--- src/rtl/pc_fetch.sv ---
//------------------------------------------------------------------------------
// pc_fetch : fetch stage owning the PC, single-outstanding imem handshake
// Revision : 1.0
//------------------------------------------------------------------------------
`default_nettype none

module pc_fetch #(
  parameter int                   CPU_WIDTH = 32,
  parameter logic [CPU_WIDTH-1:0] RESET_PC  = 32'h0000_0000,
  parameter logic [CPU_WIDTH-1:0] NOP_INST  = 32'h0000_0013
) (
  input  logic                 clk,
  input  logic                 rst,
  input  logic [CPU_WIDTH-1:0] next_pc,
  output logic                 pc_ena,
  output logic [CPU_WIDTH-1:0] curr_pc,
  input  logic                 flush,
  input  logic [CPU_WIDTH-1:0] flush_pc,
  output logic                 imem_req_valid,
  input  logic                 imem_req_ready,
  output logic [CPU_WIDTH-1:0] imem_addr,
  input  logic                 imem_rsp_valid,
  input  logic [CPU_WIDTH-1:0] imem_rsp_data,
  input  logic                 imem_rsp_err,
  output logic                 inst_valid,
  input  logic                 inst_ready,
  output logic [CPU_WIDTH-1:0] inst,
  output logic [CPU_WIDTH-1:0] inst_pc,
  output logic                 inst_fault,
  output logic [31:0]          fetch_cnt
);

  typedef enum logic [2:0] {
    IDLE  = 3'd0,
    REQ   = 3'd1,
    WAIT  = 3'd2,
    VALID = 3'd3,
    DROP  = 3'd4
  } state_t;

  state_t r_state;
  logic   w_aligned;
  logic   w_req_fire;

  assign w_aligned      = (curr_pc[1:0] == 2'b00);
  assign imem_req_valid = (r_state == REQ) && w_aligned;
  assign imem_addr      = curr_pc;
  assign w_req_fire     = imem_req_valid && imem_req_ready;
  assign inst_valid     = (r_state == VALID);
  // The PC only advances through next_pc when decode consumes and no redirect wins.
  assign pc_ena         = (r_state == VALID) && inst_ready && !flush && !rst;

  always_ff @(posedge clk) begin
    if (rst) begin
      r_state    <= IDLE;
      curr_pc    <= RESET_PC;
      fetch_cnt  <= 32'd0;
      inst       <= NOP_INST;
      inst_pc    <= RESET_PC;
      inst_fault <= 1'b0;
    end else if (flush) begin
      curr_pc <= flush_pc;
      // A request already handed to memory must have its response swallowed.
      case (r_state)
        WAIT:    r_state <= imem_rsp_valid ? REQ : DROP;
        DROP:    r_state <= imem_rsp_valid ? REQ : DROP;
        REQ:     r_state <= w_req_fire ? DROP : REQ;
        default: r_state <= REQ;
      endcase
    end else begin
      case (r_state)
        IDLE: r_state <= REQ;
        REQ: begin
          if (!w_aligned) begin
            inst       <= NOP_INST;
            inst_pc    <= curr_pc;
            inst_fault <= 1'b1;
            r_state    <= VALID;
          end else if (imem_req_ready) begin
            r_state <= WAIT;
          end
        end
        WAIT: begin
          if (imem_rsp_valid) begin
            inst       <= imem_rsp_err ? NOP_INST : imem_rsp_data;
            inst_pc    <= curr_pc;
            inst_fault <= imem_rsp_err;
            r_state    <= VALID;
          end
        end
        VALID: begin
          if (inst_ready) begin
            curr_pc   <= next_pc;
            fetch_cnt <= fetch_cnt + 32'd1;
            r_state   <= REQ;
          end
        end
        DROP: begin
          if (imem_rsp_valid) r_state <= REQ;
        end
        default: r_state <= IDLE;
      endcase
    end
  end

endmodule

`default_nettype wire

--- config.mk ---
export PLATFORM = sky130hd
export DESIGN_NAME = pc_fetch
export DESIGN_NICKNAME = d
export VERILOG_FILES = /design/src/rtl/pc_fetch.sv
export SDC_FILE = /design/constraint.sdc
export NUM_CORES = 1
export LEC_CHECK = 0
export ABC_AREA = 0
export CAP_MARGIN = 20
export CORE_ASPECT_RATIO = 1.4
export CORE_MARGIN = 2
export CORE_UTILIZATION = 37
export DETAILED_ROUTE_END_ITERATION = 8
export PLACE_DENSITY = 0.75
export SLEW_MARGIN = 20
export SYNTH_ARGS = -nofsm -noshare
export SYNTH_HDL_FRONTEND = slang
export SYNTH_SLANG_ARGS = --single-unit
export TNS_END_PERCENT = 50
--- constraint.sdc ---
create_clock -name clk -period 1.9 [get_ports clk]
set_input_delay 0.38 -clock clk [delete_from_list [all_inputs] [get_ports clk]]
set_output_delay 0.38 -clock clk [all_outputs]
set_load 0.005 [all_outputs]
[Word level (Yosys, flattened, before mapping)]
Index checks and enable logic that the tools add are counted.
Cells by class
  equal/unequal tests: 10
  add/sub/neg operators: 1
  bitwise operators: 1
  reduce and logical (&&, ||, !) cells: 17
  multiplexer cells: 23
Operators with widths (number)
  2-to-1 mux 32 bit: 8
  one-hot mux 32 bit (2 select lines): 2
  adder 32 x 1 -> 32 bit (second input constant): 1
  2-to-1 mux 3 bit: 8
  one-hot mux 3 bit (5 select lines): 1
  AND reduction 4 bit: 2
  equality test 3 x 2 -> 1 bit (second input constant): 2
  inequality test 3 bit (second input constant): 2
  one-hot mux 3 bit (2 select lines): 1
  nonzero test 2 bit: 3
  logical AND 1 bit: 5
  inequality test 2 bit (second input constant): 2
  inequality test 4 bit (second input constant): 1
  equality test 3 x 1 -> 1 bit (second input constant): 1
  equality test 3 bit (second input constant): 1
  zero test 3 bit: 1
  inequality test 3 x 2 -> 1 bit (second input constant): 1
  AND reduction 3 bit: 1
  zero test 1 bit: 2
  zero test 2 bit: 1
  2-to-1 mux 1 bit: 2
  one-hot mux 1 bit (2 select lines): 1
  AND reduction 2 bit: 1
  OR reduction 2 bit: 1
  NOT 1 bit: 1
Word-level totals
  register bits: 132
  word-level logic and storage cells: 58
  input bits: 103
  output and inout port bits: 164

[Depth between registers and ports, before layout]
  depth in word-level cells: 6
  mapped depth: 10

[Worst setup path before layout]
Ideal clock, no wire load.
  kind: reg2reg
  start: reg r_state[0]
  end: reg inst[22]
  data required time: 1783 ps
  arrival time: 1732 ps
  clock period less this slack: 1849 ps
  path buffers: 4
  setup time: 117 ps
  stages on the path, launching flop included: 10
  slack: 51 ps
  cell sequence: dfxtp_1 -> buf_2 -> nand2b_4 -> or4_1 -> buf_2 -> nand2_2 -> nor3_2 -> buf_2 -> buf_6 -> a22o_1
On the way
  longest elaborated chain between the ends: 3
  elaborated cells on any way between the ends: 7
  those cells by class: eq/ne (4); mux (1); reduce/logical (2)
Ends and longest elaborated chain
  from (decl): line 41  | state_t r_state;
  from (signal assigned): line 65  | WAIT: r_state <= imem_rsp_valid ? REQ : DROP;
  from (signal assigned): line 66  | DROP: r_state <= imem_rsp_valid ? REQ : DROP;
  from (signal assigned): line 67  | REQ: r_state <= w_req_fire ? DROP : REQ;
  equality test 3 x 1 -> 1 bit / equality test 3 x 2 -> 1 bit (equally long branches): line 71  | case (r_state)
  inequality test 2 bit (no source line) / nonzero test 2 bit (equally long branches)
  AND reduction 4 bit (no source line)
  to (signal assigned): line 85  | inst <= imem_rsp_err ? NOP_INST : imem_rsp_data;
  to (decl): line 27  | output logic [CPU_WIDTH-1:0] inst,
Parallel ways exist; a longest one is shown, timed or not.
A chain may end at the register's enable or synchronous reset.

[Final worst setup path]
  start: in inst_ready
  end: out pc_ena
On the way
  longest elaborated chain between the ends: 3
Ends and longest elaborated chain
  from (decl): line 26  | input logic inst_ready,
  logical AND 1 bit (3 in a row): line 51  | assign pc_ena = (r_state == VALID) && inst_ready && !flush && !rst;
  to (decl): line 15  | output logic pc_ena,
Every way passes these cells.

==> results.yml <==
floorplanning:
  die_area_sq_mm: 0.0158
  fp.coreArea_sq_mm: 0.0145
  die_w_microns: 107
  rows: 52
  start_util_pct: 37.8
  fp.dieH_microns: 148
  ios: 267
clock_tree:
  cts_tree: "built"
  clock_path_buffers: 2
  cts_max_level: 4
  clkLatencyLatePin_ns: 0.40
  cts.clk_slew.worst_paths_ns: 0.05
  cts_made_buffers: 17
  clockRootBuffer: "clkbuf_16"
  cts.sinks: 132
  cts_setup_buffers: 0
route:
  via_count: 5154
  wl_per_cell_microns: 14.8
  viasPerCell: 4.89
  first_iter_violations: 172
  wirelength_mm: 15.6
  drc_errors: 0
  drt_first_pass_iters: 4
  ant_nets: 0
synth:
  synth.top_cell.area_share_pct: 48.2
  ys.flop_type: "dfxtp_1"
  syn_avg_cell_area_sq_um: 9.17
  syn_nets: 702
  yosys-top-cells-count: "dfxtp_1 (132), nand2_1 (71), nor2_1 (65), a21oi_1 (43)"
  synth_area_leaders: "dfxtp_1 (48%), mux2i_1 (6.0%), nand2_1 (4.9%)"
  netlist_area_sq_mm: 0.00548
  synth.largest_area_cell: "dfxtp_1"
  ys_ff_latch: 132
  async_reset_ff_share_pct: 0
  yosysUniqueCellTypes: 43
  synth_edf_count: 0
  syn_inst: 598
  synth_most_common_cell: "dfxtp_1"
  yosysWarningCount: 0
  seq_area_frac_synth_pct: 48.2
worst_setup_path:
  crit_type: "input port to output port"
  end_kind: "output port"
  r2r-start: "r_state[1]"
  critPathRequiredTime_ns: 1.52
  cp_max_fo: 4
  cp_cell_sequence: "clkdlybuf4s50_1 > nand4b_4 > nor3_2 > clkdlybuf4s15_2"
  cpPeakStageDelay_ns: 0.52
  start_kind: "input port"
  r2r_cells: 6
  worstPathArrival_ns: 1.47
  cp_slowest_cell: "clkdlybuf4s50_1"
  worstSetupStartpoint: "inst_ready"
pwr:
  leakage_nw: 3.42
  vdd.ir_drop.worst_mv: 0.490
  power_mw: 7.73
  cellPowerDensity_mw_per_mm2: 853
global_routing:
  grt_max_degree: 103
  grt_usage_pct: 19.4
  antenna_found_initial: 1
  grt_pass1_vias: 4766
  grt-ovfl-total: 0
  grt_pass1_wl_mm: 24.3
sta:
  max_clock_freq_ghz: 0.540
  tightestPinTransition_ns: 0.485
  skew_ns: 0.00892
  max-slew-margin-rel_pct: 67.7
  hold_violations: 0
  min_period_over_period_pct: 97.5
  setup_viol_count_final: 0
  drv_slew: 0
  rsz0062_at_grt: "yes"
  min_period_ns: 1.85
  setup_slack_ns: 0.0471
cells_and_area:
  design_area_sq_mm: 0.00906
  num_antenna_cells: 0
  fillers: 1235
  drive_gt1_share_pct: 11.6
  area_growth_pct: 65.3
  final_nets: 956
  finalNonFillerCells: 1053
place:
  preCtsSetupSlack_ns: -0.372
  hpwlAfterDp_mm: 11.4
  placed_cell_area_sq_mm: 0.00832
  port_buffers: 266
  place_inst: 1022
  globalplace.congestion: 0.782
status:
  status: "completed"
min_path:
  hold_class: "input port to flop"
  min_path_cells: 2
  hp-start: "rst"
flow_run:
  drv_cap: 0
==> per-layer routing <==
layer	share of wire, %	global-route usage (%)	wire length (microns)	vias up
met5	0.071	0	11	-
met4	3.0	8.77	473	2
met3	6.0	5.56	930	33
met2	51	33.7	7990	174
met1	40	21.9	6150	2371
li1	-	-	-	2574
==> power breakdown <==
| part | switching, mW | internal, mW | total [mW] |
|---|---|---|---|
| logic | 0.366 | 0.591 | 0.957 |
| clock network | 1.20 | 2.63 | 3.83 |
| registers | 0.0827 | 2.86 | 2.94 |
| total | 1.65 | 6.08 | 7.73 |
==> layout make-up <==
cell class | count | area, sq um | area share (%)
clock buffer | 19 | 443 | 4.89
clock inverter | 12 | 253 | 2.79
inverter | 4 | 15.0 | 0.166
multi-input combinational | 385 | 2400 | 26.5
sequential | 132 | 2650 | 29.2
tap | 189 | 236 | 2.61
timing repair buffer | 312 | 3070 | 33.9
==> stage by stage <==
stage	TNS [ns]	util (%)	hold WS (ns)
2_1_floorplan	0	-	0.453
3_3_place_gp	-19.20	57.3	0.441
3_5_place_dp	-21.70	57.3	0.446
4_1_cts	-0.0106	62.2	0.234
5_1_grt	-0.0306	62.5	0.253
6_report	0	62.5	0.258
==> cells in the final DEF (no fill, tap or decap), types with 3 or more instances in the layout <==
cell type        count
o21ai_0              7
xor2_1              19
clkdlybuf4s50_1    261
mux2i_1             33
nand2_1             71
nor3_1               3
dfxtp_1            130
nor2_1              65
a22o_1              29
nand3_1             15
clkinv_4             4
or4_1                4
a21oi_1             43
nor2b_1              3
bufinv_16            7
buf_4               41
and3_1               4
buf_12               5
a211oi_1            32
inv_1                3
nand4_1             11
o31ai_1              4
clkbuf_16           17
o32a_1               3
or3_1                8
==> state kept, by name, indices dropped and copies added, names as in the netlist <==
| register | cells |
|---|---|
| inst | 32 |
| inst_pc | 32 |
| r_state | 3 |
| fetch_cnt | 32 |
| curr_pc | 32 |
| inst_fault | 1 |
==> worst max-delay path, delay by kind of cell <==
| family | cells | cell delay, ns |
|---|---|---|
| buffers and inverters | 2 | 0.77 |
| AND/OR/NAND/NOR | 2 | 0.31 |
==> kinds of logic (layout without fill, tap and decap cells) <==
logic type | after synthesis | in the layout | synth area share [%]
fa+ha+maj | 1 | 1 | 0.228
flops | 132 | 132 | 48.2
compound gates | 123 | 123 | 15.4
mux | 33 | 33 | 6.02
simple gates | 207 | 207 | 18.0
buf+inv | 81 | 347 | 8.76
xor+xnor | 21 | 21 | 3.35
==> worst paths after layout <==
check        slack (ns)         end
max                0.05      pc_ena
min                0.26  inst_fault
max reg2reg        0.09     inst[0]
min reg2reg        0.45  inst_pc[5]
==> repair_timing <==
action / in CTS / in global routing
setup endpoints to repair: 14 / 21
pin swaps: 0 / 0
resized for setup: 12 / 12
hold buffers: 0 / 0
(Power assumes the default switching activity.)
